$ cat src/rtl/div_seq_ctrl.sv
// rtl/div_seq_ctrl.sv - multi-cycle unsigned restoring divider controller
//
// rcs: w-bit ripple-borrow subtractor, diff = a - b - bin, bout = borrow out.
//
// div_seq_ctrl: sequences one (n+1)-bit rcs through n trial subtractions and
// produces one quotient bit per clock, MSB first.
//   clk          rising-edge clock
//   rst_n        synchronous reset, active-low
//   start        request, accepted only in IDLE or DONE
//   dividend     unsigned dividend, sampled on the accepting edge
//   divisor      unsigned divisor, sampled on the accepting edge
//   busy         high while iterating (RUN)
//   done         one-cycle pulse while results are fresh (DONE)
//   quotient     result register, held until the next result
//   remainder    result register, held until the next result
//   div_by_zero  flag for the current result, held with it

module rcs #(
    parameter int w = 9
) (
    input  logic [w-1:0] a,
    input  logic [w-1:0] b,
    input  logic         bin,
    output logic [w-1:0] diff,
    output logic         bout
);
    logic [w:0] br;

    assign br[0] = bin;

    genvar i;
    generate
        for (i = 0; i < w; i++) begin : g_bit
            assign diff[i]  = a[i] ^ b[i] ^ br[i];
            assign br[i+1]  = (~a[i] & b[i]) | (~(a[i] ^ b[i]) & br[i]);
        end
    endgenerate

    assign bout = br[w];
endmodule

module div_seq_ctrl #(
    parameter int n = 32
) (
    input  logic         clk,
    input  logic         rst_n,
    input  logic         start,
    input  logic [n-1:0] dividend,
    input  logic [n-1:0] divisor,
    output logic         busy,
    output logic         done,
    output logic [n-1:0] quotient,
    output logic [n-1:0] remainder,
    output logic         div_by_zero
);
    localparam int CW = (n > 2) ? $clog2(n) : 1;
    localparam logic [CW-1:0] LAST = CW'(n - 1);

    typedef enum logic [1:0] {IDLE, RUN, DONE} state_t;

    state_t        state, state_nx;
    logic [n:0]    r_acc;
    logic [n-1:0]  q_acc;
    logic [n-1:0]  d_reg;
    logic [CW-1:0] cnt;

    logic [n:0]    s_val;
    logic [n:0]    t_val;
    logic [n:0]    r_nx;
    logic [n-1:0]  q_nx;
    logic          bout;
    logic          accept;

    // Shift the next dividend bit into the partial remainder and try the subtract.
    assign s_val = {r_acc[n-1:0], q_acc[n-1]};

    rcs #(.w(n + 1)) u_rcs (
        .a    (s_val),
        .b    ({1'b0, d_reg}),
        .bin  (1'b0),
        .diff (t_val),
        .bout (bout)
    );

    // Borrow means the trial failed: keep the shifted value (restore).
    assign r_nx   = bout ? s_val : t_val;
    assign q_nx   = {q_acc[n-2:0], ~bout};
    assign accept = start && ((state == IDLE) || (state == DONE));

    // The partial remainder never exceeds n bits, so its top bit is never read.
    logic unused_r_msb;
    assign unused_r_msb = r_acc[n];

    always_ff @(posedge clk) begin
        if (!rst_n) begin
            state       <= IDLE;
            r_acc       <= '0;
            q_acc       <= '0;
            d_reg       <= '0;
            cnt         <= '0;
            quotient    <= '0;
            remainder   <= '0;
            div_by_zero <= 1'b0;
        end else begin
            state <= state_nx;
            if (accept) begin
                r_acc <= '0;
                q_acc <= dividend;
                d_reg <= divisor;
                cnt   <= '0;
                // Zero divisor skips RUN, so its result is loaded right here.
                if (divisor == '0) begin
                    quotient    <= '1;
                    remainder   <= dividend;
                    div_by_zero <= 1'b1;
                end
            end else if (state == RUN) begin
                r_acc <= r_nx;
                q_acc <= q_nx;
                cnt   <= cnt + 1'b1;
                if (cnt == LAST) begin
                    quotient    <= q_nx;
                    remainder   <= r_nx[n-1:0];
                    div_by_zero <= 1'b0;
                end
            end
        end
    end

    always_comb begin
        state_nx = state;
        busy     = 1'b0;
        done     = 1'b0;
        case (state)
            IDLE: begin
                if (start) state_nx = (divisor == '0) ? DONE : RUN;
            end
            RUN: begin
                busy = 1'b1;
                if (cnt == LAST) state_nx = DONE;
            end
            DONE: begin
                done = 1'b1;
                if (start) state_nx = (divisor == '0) ? DONE : RUN;
                else       state_nx = IDLE;
            end
            default: state_nx = IDLE;
        endcase
    end
endmodule

$ cat config.mk
export PLATFORM = sky130hd
export DESIGN_NAME = div_seq_ctrl
export DESIGN_NICKNAME = d
export VERILOG_FILES = /design/src/rtl/div_seq_ctrl.sv
export SDC_FILE = /design/constraint.sdc
export NUM_CORES = 1
export LEC_CHECK = 0
export ABC_CLOCK_PERIOD_IN_PS = 13800
export BUFFER_PORTS_ARGS = -buffer_cell sky130_fd_sc_hd__buf_2
export CAP_MARGIN = 20
export CORE_MARGIN = 2
export CORE_UTILIZATION = 30
export CTS_CLUSTER_SIZE = 8
export DETAILED_ROUTE_END_ITERATION = 16
export PLACE_DENSITY = 0.53
export SYNTH_ARGS = -nofsm -noshare
export SYNTH_HDL_FRONTEND = slang
export SYNTH_SLANG_ARGS = --single-unit
$ cat constraint.sdc
create_clock -name clk -period 13.8 [get_ports clk]
set_clock_uncertainty 0.15 [all_clocks]
set_input_delay 1.38 -clock clk [delete_from_list [all_inputs] [get_ports clk]]
set_output_delay 1.38 -clock clk [all_outputs]
set_load 0.1 [all_outputs]
# Word level (Yosys, flattened, before mapping)
# Cells that the tools add are included.
# word_totals
reg_bits	168
inputBits	67
output_inout_bits	67
word_cells	270
# op_classes
n_addsub	1
n_eq_ne	6
mux	22
n_bitwise	224
n_reduce_logical	9
# ops
op	count
2-to-1 mux 32 bit	11
NOT 1 bit	66
AND 1 bit	64
XOR 1 bit	63
logical NOT 32 bit	1
OR 1 bit	31
2-to-1 mux 2 bit	4
2-to-1 mux 1 bit	6
one-hot mux 2 bit (3 select lines)	1
adder 5 x 1 -> 5 bit (second input constant)	1
== test 5 bit (second input constant)	1
!= test 2 x 1 -> 1 bit (second input constant)	2
nonzero test 2 bit	2
AND reduction 3 bit	1
== test 2 x 1 -> 1 bit (second input constant)	1
== test 2 bit (second input constant)	1
logical NOT 2 bit	1
!= test 2 bit (second input constant)	1
AND reduction 2 bit	1
OR reduction 2 bit	1
logical AND 1 bit	1
logical OR 1 bit	1

# Depth between registers and ports, before layout
# Gate-level depths: netlist (run 1).
# depth
ltp_word	69
mapped_depth	39
ltp_nobuf	37

# By module
# A second synthesis (run 1) with hierarchy kept.
# unflattened
cells_unflattened	910
area_unflattened_um2	8229.1
# by_module_without_submodules
module	n_inst	cells_per_inst	area_each_um2	seq_area_each_um2
div_seq_ctrl	1	809	7313.3	3363.2
rcs	1	101	915.9	0.0

# Least setup slack after synthesis (run 1)
# No wires, ideal clock.
# synth_timing
kind	register to register
startpoint	register q_acc[31]
endpoint	register remainder[10]
arrival_time_ps	13365
required_ps	13567
slack_ps	203
stages_incl_launch_ff	40
path_buffers	2
synth_period_minus_slack_ps	13597
cell_sequence	dfxtp_1 > inv_1 > ha_1 > fa_1 > fa_1 > fa_1 > fa_1 > fa_1 > fa_1 > fa_1 > fa_1 > fa_1 > fa_1 > fa_1 > fa_1 > fa_1 > fa_1 > fa_1 > [... 4 more ...] > fa_1 > fa_1 > fa_1 > fa_1 > fa_1 > fa_1 > fa_1 > fa_1 > fa_1 > fa_1 > fa_1 > fa_1 > nand2b_1 > buf_2 > buf_2 > mux2i_1 > mux2i_1 > o221ai_2
# synth_via
elab_chain_len	69
elab_cells_between_ends	70
cone_classes	4 x mux; 66 x bitwise
# synth_lines
element	line_no	source
start: declaration	63	logic [n-1:0] q_acc;
start signal: assignment	108	q_acc <= dividend;
start signal: assignment	119	q_acc <= q_nx;
NOT 1 bit (*)	35	assign br[i+1] = (~a[i] & b[i]) | (~(a[i] ^ b[i]) & br[i]);
AND 1 bit (*) (2 in series)	35	
OR 1 bit (*)	35	
AND 1 bit (*)	35	
OR 1 bit (*)	35	
AND 1 bit (*)	35	
OR 1 bit (*)	35	
AND 1 bit (*)	35	
[... 52 more ...]	-	
OR 1 bit	35	
AND 1 bit	35	
OR 1 bit	35	
AND 1 bit	35	
2-to-1 mux 32 bit (*)	86	assign r_nx = bout ? s_val : t_val;
2-to-1 mux 32 bit (*)	121	if (cnt == LAST) begin
2-to-1 mux 32 bit (*)	117	end else if (state == RUN) begin
2-to-1 mux 32 bit (*)	106	if (accept) begin
end signal: assignment	114	remainder <= dividend;
end signal: assignment	123	remainder <= r_nx[n-1:0];
end: declaration	53	output logic [n-1:0] remainder,
# Every way passes the cells marked *; elsewhere a longest branch is shown, timed or not. The select of a mux whose other input is x is not followed.
# A chain may end at the register's enable or synchronous reset.

# Worst setup path after layout (run 1)
# layout_timing
startpoint	register q_acc[31]
endpoint	register remainder[13]
# layout_via
elab_chain_len	69
elab_cells_between_ends	70
cone_classes	4 x mux; 66 x bitwise
# layout_lines
element	line_no
NOT 1 bit (*)	35
AND 1 bit (*) (2 in series)	35
OR 1 bit (*)	35
AND 1 bit (*)	35
OR 1 bit (*)	35
AND 1 bit (*)	35
OR 1 bit (*)	35
AND 1 bit (*)	35
[... 52 more ...]	-
OR 1 bit	35
AND 1 bit	35
OR 1 bit	35
AND 1 bit	35
2-to-1 mux 32 bit (*)	86
2-to-1 mux 32 bit (*)	121
2-to-1 mux 32 bit (*)	117
2-to-1 mux 32 bit (*)	106
# Marked as above.

==> results of run 1 <==
worst max path at each step:
stage,startpoint,end,slack [ps],depth (start not counted)
3_3_place_gp,q_acc[31],remainder[23],-140,38
2_1_floorplan,q_acc[31],remainder[10],200,39
3_5_place_dp,q_acc[31],remainder[23],-270,38
6_report,q_acc[31],remainder[13],380,40
5_1_grt,q_acc[31],remainder[1],30,39
4_1_cts,q_acc[31],remainder[12],30,39
per-layer routing:
metal | vias to the layer above | share of wire | routed length (um) | GRT usage
li1 | 3169 | - | - | -
met3 | 21 | 0.039 | 912 | 0.0358
met1 | 2998 | 0.51 | 12000 | 0.244
met5 | - | 0 | 0 | 0
met4 | 0 | 0.016 | 386 | 0.0491
met2 | 133 | 0.43 | 10200 | 0.249
worst max-delay path: cells and delay by family (launching register included):
kind	cells	cell delay (ps)
flops	1	330
fa+ha+maj	32	11710
buf+inv	4	390
mux	2	400
compound gates	1	210
simple gates	1	140
cell usage in the layout (no fill, tap or decap), types with 2 or more instances in the layout:
cell,instances
xor2_1,2
o221a_2,3
clkbuf_8,3
nor4_2,4
ha_1,3
nor4_1,4
o221ai_1,3
a22oi_1,33
fa_1,15
o221a_1,29
buf_12,2
nand2b_1,2
buf_16,2
mux2i_1,54
a21oi_1,33
bufinv_16,4
mux2i_2,10
nand4_2,2
o221ai_2,29
buf_4,23
o211ai_1,32
and2_1,3
nor2_1,4
inv_1,32
nand2_1,196
fa_2,16
dfxtp_1,168
clkbuf_1,3
buf_2,133
a21boi_0,65
clkbuf_16,17
what timing repair did:
item / CTS / global route
pin swaps: 3 / 3
setup buffers: 5 / 0
resized for setup: 17 / 12
gates cloned: 2 / 0
setup endpoints to repair: 63 / 64
cell type report:
type	count	share of cell area
Antenna cell	1	0.000253
Timing Repair Buffer	162	0.0988
Clock inverter	7	0.0143
Clock buffer	23	0.0483
Multi-Input combinational cell	559	0.443
Tap cell	341	0.0431
Sequential cell	168	0.340
Inverter	33	0.0125
report_power, final:
part / internal [mW] / leakage (nW) / switching [mW] / total, mW
Combinational: 0.135 / 2.19 / 0.143 / 0.278
Sequential: 0.503 / 1.36 / 0.0139 / 0.517
Clock: 0.316 / 0.300 / 0.195 / 0.511
Total: 0.954 / 3.86 / 0.352 / 1.31
logic make-up after synthesis:
group / after synthesis / share of synthesized area
AOI/OAI and AO/OA: 231 / 0.247
and+or+nand+nor: 227 / 0.117
DFF: 168 / 0.414
buffers and inverters: 108 / 0.0580
muxes: 64 / 0.0790
adders and majority gates: 34 / 0.0811
xor gates and xnor gates: 3 / 0.00324
per-stage QoR:
step | worst slack, ps | total power, mW | util | setup TNS (ps)
floorplan | 203 | 0.676 | - | 0
global placement | -140 | 0.754 | 0.339 | -2030
detailed placement | -275 | 0.757 | 0.340 | -9830
CTS | 32.2 | 1.31 | 0.369 | 0
global route | 28.5 | 1.37 | 0.370 | 0
finish | 378 | 1.31 | 0.370 | 0
==> reports/summary.txt, run 1 <==
================================================================================
Worst slack on hold paths                                                 303 ps
Final design instance area without fill                                9890 um^2
GRT Total Usage                                                            0.167
Post-Route WL                                                            23.5 mm
Die outline width                                                         168 um
Worst Hold Path EP                                                     r_acc[14]
Kind of end point of the critical path                                 flip-flop
Nets in the synthesized netlist                                              936
DR vias/cell                                                                4.88
Startpoint class of the critical path                                  flip-flop
Clock Pin Slew Worst Setup and Hold Paths                                  60 ps
CP max stage cell                                                           fa_1
Type of the worst min-delay path                                         reg2reg
Starting density of the core                                               0.304
DRT antenna net count                                                          0
Area enclosed by the die boundary                                    28,400 um^2
Global-route congestion overflow total                                         0
Hold-critical path depth                                                       2
Global-route wire length before repair                                   37.2 mm
List of most frequent post-synthesis cells                          nand2_1, dfxtp_1, a21boi_0, mux2i_1, clkbuf_1
EDFF count, synth                                                              0
Placed wire-length estimate                                              15.5 mm
Source of the worst hold timing path                                   r_acc[14]
Number of synthesized register bits                                          168
Main area contributors after synthesis                              dfxtp_1, nand2_1, mux2i_1
Most common cell in the netlist                                          nand2_1
Total number of vias                                                       6,321
Internal reg-to-reg setup slack                                           380 ps
Share of synthesized flip-flops with an asynchronous set or reset              0
Leading register cell type out of synthesis                              dfxtp_1
CTS Hold Bufs                                                                  0
Multi-input logic area                                                 4380 um^2
WP data arrival                                                        13,610 ps
Storage cell area                                                      3360 um^2
Number of setup violations in the final report                                 0
Worst-skew pair later-pin latency                                         430 ps
CP required                                                            13,990 ps
Area delta synth->final                                                    21.9%
Delay of the slowest critical-path stage                                  400 ps
Most frequent cell on the critical path                                     fa_2
Reported leakage power                                                   3.86 nW
Dpl cell area                                                          9070 um^2
Number of buffers inserted during clock tree synthesis                        17
Number of max-cap violations                                                   0
FILL cells                                                                 2,674
Slew HR                                                                    0.258
Slew Viols, Final                                                              0
Number of antenna violations at the first check in global routing              1
Register area share after synthesis                                        0.414
Largest area contributor in the netlist                                  dfxtp_1
Placer congestion estimate                                                 0.794
Pin count of the biggest net entering global routing                          87
R2r endpoint                                                        remainder[13]
Port Buffer Count                                                            133
Gate count of the mapped netlist                                             835
R2r startpoint                                                         q_acc[31]
Power density relative to cell area                                  132 nW/um^2
Crit share post-route                                                      0.973
DRC violation total after the first TritonRoute iteration                    407
Router iterations before antenna repair                                        5
Number of remaining DRC errors                                                 0
Buffer levels on the longest clock path                                        2
Clock sink total                                                             168
Worst reg2reg path depth                                                      40
Transition at the pin with the smallest max-transition slack             1110 ps
Fraction of final layout cells with drive strength greater than 1          0.274
Area of the core                                                     26,700 um^2
RSZ-0062 raised after global routing                                          no
Post-synthesis cell area                                               8110 um^2
Biggest fanout along the worst timing path                                     5
Final Hold Fails                                                               0
Site row count                                                                60
Maximum achievable frequency                                            74.5 MHz
Run status                                                          finished, final reports clean
Netlist cell types                                                            38
Minimum clock period                                                   13,420 ps
Total number of yosys warnings                                                 0
I/O pin count                                                                134
Avg Inst Size Synth                                                    9.72 um^2
Root Driver                                                            clkbuf_16
Number of cells in the finished layout apart from fillers                  1,294
Net count, final                                                           1,042
Share of the synthesized area in the top cell type                         0.414
CTS tree                                                                   built
Via count of the first global-routing pass                                 6,300
Routed len/inst                                                          18.2 um
Class of the most critical setup path                                    reg2reg
Maximum resistive drop on vdd                                        0.0000896 V
Y dimension of the die                                                    168 um
Number of levels the H-tree was split into                                     4
Instance count after placement with tap cells included                     1,256
================================================================================
Note: power is estimated with default switching activity, not from simulation.
==> run 2: changes to the inputs <==
- PLACE_DENSITY: 0.53 -> not set
==> reports/summary.txt, run 2 (same netlist as run 1, synthesis figures left out) <==
================================================================================
Switching power share of the total                                         0.278
WP data arrival                                                        13,620 ps
Clock sink total                                                             168
Commonest non-fill, non-tap cell in the layout                           nand2_1
Total number of vias                                                       6,489
Minimum clock period                                                   13,430 ps
Run status                                                          finished, final reports clean
Y dimension of the die                                                    168 um
Site row count                                                                60
Slew HR                                                                    0.261
CP required                                                            13,990 ps
Routed len/inst                                                          17.8 um
Area delta synth->final                                                    23.4%
Amount of wire on met2 after detailed routing                            10.2 mm
Transition at the pin with the smallest max-transition slack             1110 ps
Class of the most critical setup path                                    reg2reg
RSZ-0062 raised after global routing                                          no
Kind of end point of the critical path                                 flip-flop
Crit share post-route                                                      0.973
Net Sw Power                                                              371 uW
Register share of total power                                              0.386
Startpoint class of the critical path                                  flip-flop
DR vias/cell                                                                5.04
Top layer in use                                                            met5
Net count, final                                                           1,035
DRC violation total after the first TritonRoute iteration                    402
Placed wire-length estimate                                              15.3 mm
Most frequent cell on the critical path                                     fa_1
Clock Pin Slew Worst Setup and Hold Paths                                  60 ps
Buffer levels on the longest clock path                                        2
Type of the worst min-delay path                                         reg2reg
CTS tree                                                                   built
Placer congestion estimate                                                 0.825
Global-route congestion overflow total                                         0
Combinational fraction of design power                                     0.231
Number of max-cap violations                                                   0
Number of antenna violations at the first check in global routing              2
P_int                                                                     965 uW
Power density relative to cell area                                  133 nW/um^2
Utilization after layout                                                   0.375
Total Power Consumption                                                  1.34 mW
Slew Viols, Final                                                              0
Metal3 WL                                                                1.03 mm
Biggest fanout along the worst timing path                                     6
Router iterations before antenna repair                                        5
Met1 Routed Length                                                       11.2 mm
GRT Total Usage                                                            0.162
Number of setup violations in the final report                                 0
Post-Route WL                                                            22.9 mm
Final Hold Fails                                                               0
Maximum resistive drop on vdd                                        0.0000888 V
Multi-input logic area                                                 4550 um^2
Share of power burned in the clock network                                 0.382
FILL cells                                                                 2,646
Maximum achievable frequency                                            74.5 MHz
Die outline width                                                         168 um
Worst-skew pair later-pin latency                                         420 ps
Number of levels the H-tree was split into                                     4
Area enclosed by the die boundary                                    28,400 um^2
Reported leakage power                                                   3.85 nW
Root Driver                                                            clkbuf_16
Starting density of the core                                               0.304
Number of buffers inserted during clock tree synthesis                        17
CP max stage cell                                                           fa_1
Number of remaining DRC errors                                                 0
Fraction of final layout cells with drive strength greater than 1          0.290
Storage cell area                                                      3360 um^2
Area of the core                                                     26,700 um^2
Delay of the slowest critical-path stage                                  400 ps
Via count of the first global-routing pass                                 6,267
I/O pin count                                                                134
Pin count of the biggest net entering global routing                         103
Global-route wire length before repair                                   36.1 mm
Commonest cells after routing, fill and taps aside                  nand2_1, dfxtp_1, buf_2
DRT antenna net count                                                          0
Port Buffer Count                                                            133
================================================================================
[run 2: layout make-up]
cell class,instances,area share
inverters,33,0.0124
clock buffers,20,0.0456
repair buffers,155,0.0915
clock inverters,11,0.0172
flip-flops and latches,168,0.336
well taps,341,0.0426
diodes,1,0.000250
multi-input cells,559,0.455
[run 2: repair_timing]
item	CTS	global route
endpoints found under the setup margin	64	65
setup buffers	1	2
gates resized for setup	32	29
gates cloned	2	0
hold buffers	0	0
hold endpoints to repair	0	0
pin swaps	3	7
[run 2: layer usage]
metal	vias to the layer above	GRT usage
met5	-	0
met4	2	0.0555
met3	27	0.0297
met2	165	0.246
met1	3128	0.230
li1	3167	-
[run 2: path summary, 6_finish.rpt]
path / from / end / slack [ps] / cells past startpoint
max: q_acc[31] / remainder[13] / 370 / 39
min: r_acc[30] / r_acc[30] / 310 / 2
max reg2reg: q_acc[31] / remainder[13] / 370 / 39
min reg2reg: r_acc[30] / r_acc[30] / 310 / 2
[run 2: stage by stage]
stage	TNS, ps	worst slack (ps)	instances	hold slack, ps	cell area (um^2)
after floorplan	0	203	835	286	8110
after global placement	-403	-84.4	1251	292	9010
after detailed placement	-8590	-247	1252	298	9040
after CTS	-40.5	-18.2	1286	307	9870
after global routing	0	17.6	1288	320	10000
final	0	369	1288	306	10000
[run 2: critical path, delay by kind of cell (launching register included)]
kind / cells / cell delay (ps)
AOI/OAI and AO/OA: 1 / 190
DFF: 1 / 340
adders and majority gates: 32 / 11800
and+or+nand+nor: 1 / 170
muxes: 2 / 370
buffers and inverters: 3 / 340
[run 2: power groups by stage]
stage / Sequential (mW) / Clock (mW) / Combinational [mW]
after floorplan: 0.523 / 0 / 0.153
final: 0.516 / 0.511 / 0.309
after global placement: 0.527 / 0 / 0.216
after global routing: 0.518 / 0.542 / 0.335
after CTS: 0.516 / 0.520 / 0.276
after detailed placement: 0.527 / 0 / 0.219
==> run 3: changes to the inputs <==
- ABC_CLOCK_PERIOD_IN_PS: 13800 -> 13700
- GPL_TIMING_DRIVEN: not set -> 0
- clock period: 13.8 -> 13.7 ns (I/O delays scaled with it)
==> reports/summary.txt, run 3 (same netlist as run 1, synthesis figures left out) <==
================================================================================
DR vias/cell                                                                4.96
DRC violation total after the first TritonRoute iteration                    401
Area delta synth->final                                                    24.4%
Type of the worst min-delay path                                         reg2reg
Slew Viols, Final                                                              0
I/O pin count                                                                134
Starting density of the core                                               0.304
DRT antenna net count                                                          0
Number of max-cap violations                                                   0
Transition at the pin with the smallest max-transition slack              780 ps
Slew HR                                                                    0.480
RSZ-0062 raised after global routing                                          no
Net Sw Power                                                              375 uW
R2r startpoint                                                         q_acc[31]
CP required                                                            13,900 ps
Total Negative Setup Slacks                                                 0 ps
Router iterations before antenna repair                                        5
Number of remaining DRC errors                                                 0
Critical path origin                                                   q_acc[31]
Pin count of the biggest net entering global routing                          17
Global-route congestion overflow total                                         0
Number of levels the H-tree was split into                                     4
Switching power share of the total                                         0.286
Commonest non-fill, non-tap cell in the layout                           nand2_1
Area of the core                                                     26,700 um^2
Placer congestion estimate                                                 0.825
Number of setup violations in the final report                                 0
Net count, final                                                           1,091
Maximum resistive drop on vdd                                        0.0000910 V
Class of the most critical setup path                                    reg2reg
Buffer levels on the longest clock path                                        2
GRT Total Usage                                                            0.170
Number of antenna violations at the first check in global routing              1
CP max stage cell                                                           fa_1
Worst-skew pair later-pin latency                                         430 ps
CTS Hold Bufs                                                                  0
Maximum achievable frequency                                            75.0 MHz
Register share of total power                                              0.397
Most frequent cell on the critical path                                     fa_2
Y dimension of the die                                                    168 um
Commonest cells after routing, fill and taps aside                  nand2_1, dfxtp_1, buf_2
Total number of vias                                                       6,662
WP data arrival                                                        13,540 ps
Port Buffer Count                                                            133
Global-route wire length before repair                                   37.8 mm
Final Hold Fails                                                               0
Share of power burned in the clock network                                 0.377
Biggest fanout along the worst timing path                                     5
Power density relative to cell area                                  130 nW/um^2
Routed len/inst                                                          18.0 um
Reported leakage power                                                   3.86 nW
Crit path setup slack, layout                                             359 ps
Source of the worst hold timing path                                    r_acc[4]
Delay of the slowest critical-path stage                                  400 ps
Utilization after layout                                                   0.378
Root Driver                                                            clkbuf_16
Run status                                                          finished, final reports clean
Site row count                                                                60
CP delay by family, top                                              adder cells
Dpl cell area                                                          9210 um^2
Post-Route WL                                                            24.1 mm
Die outline width                                                         168 um
Minimum clock period                                                   13,340 ps
CTS tree                                                                   built
P_int                                                                     936 uW
Clock Pin Slew Worst Setup and Hold Paths                                  70 ps
Crit share post-route                                                      0.974
Area enclosed by the die boundary                                    28,400 um^2
Combinational fraction of design power                                     0.227
Clock sink total                                                             168
Kind of end point of the critical path                                 flip-flop
Number of buffers and inverters on the critical path                           3
Startpoint class of the critical path                                  flip-flop
Via count of the first global-routing pass                                 6,786
Antenna fix cells                                                              0
Worst setup slack before clock tree synthesis                            -885 ps
Final design instance area without fill                              10,100 um^2
Placed wire-length estimate                                              18.5 mm
Number of buffers inserted during clock tree synthesis                        17
Fraction of final layout cells with drive strength greater than 1          0.262
FILL cells                                                                 2,662
================================================================================
run 3: final cells by class:
class / count / area, um^2 / share of cell area
flip-flops and latches: 168 / 3360 / 0.333
plain buffers: 75 / 388 / 0.0384
multi-input cells: 559 / 4460 / 0.442
inverters: 33 / 124 / 0.0123
well taps: 341 / 427 / 0.0423
clock inverters: 9 / 115 / 0.0114
repair buffers: 136 / 726 / 0.0719
clock buffers: 23 / 488 / 0.0483
run 3: power by group through the flow:
stage | clock network, mW | logic [mW] | registers, mW
6_report | 0.494 | 0.298 | 0.520
5_1_grt | 0.520 | 0.326 | 0.522
4_1_cts | 0.500 | 0.290 | 0.520
3_5_place_dp | 0 | 0.220 | 0.531
3_3_place_gp | 0 | 0.217 | 0.530
2_1_floorplan | 0 | 0.154 | 0.527
run 3: per-layer routing:
layer	vias to the layer above	global-route usage	wire length [um]
li1	3271	-	-
met1	3186	0.222	11000
met2	174	0.279	11400
met3	29	0.0374	1240
met4	2	0.0611	524
met5	-	0	11
run 3: what timing repair did:
item,4_1_cts,5_1_grt
resized for setup,50,9
setup buffers,1,1
endpoints found under the setup margin,66,64
gates cloned,1,0
run 3: worst reg2reg max path, delay by kind of cell, from the launching register on:
kind	cells	cell delay [ps]
compound gates	1	180
fa+ha+maj	32	11590
buf+inv	3	500
flops	1	340
mux	2	380
simple gates	1	90
run 3: final timing paths:
check | endpoint | cells after the start | slack [ps]
max | remainder[12] | 39 | 360
min | r_acc[4] | 2 | 300
max reg2reg | remainder[12] | 39 | 360
min reg2reg | r_acc[4] | 2 | 300
run 3: per-stage QoR:
step | hold WS (ps) | total power [mW] | std cells
5_1_grt | 323 | 1.37 | 1344
3_5_place_dp | 300 | 0.751 | 1309
6_report | 305 | 1.31 | 1344
2_1_floorplan | 286 | 0.681 | 835
3_3_place_gp | 293 | 0.747 | 1309
4_1_cts | 306 | 1.31 | 1343
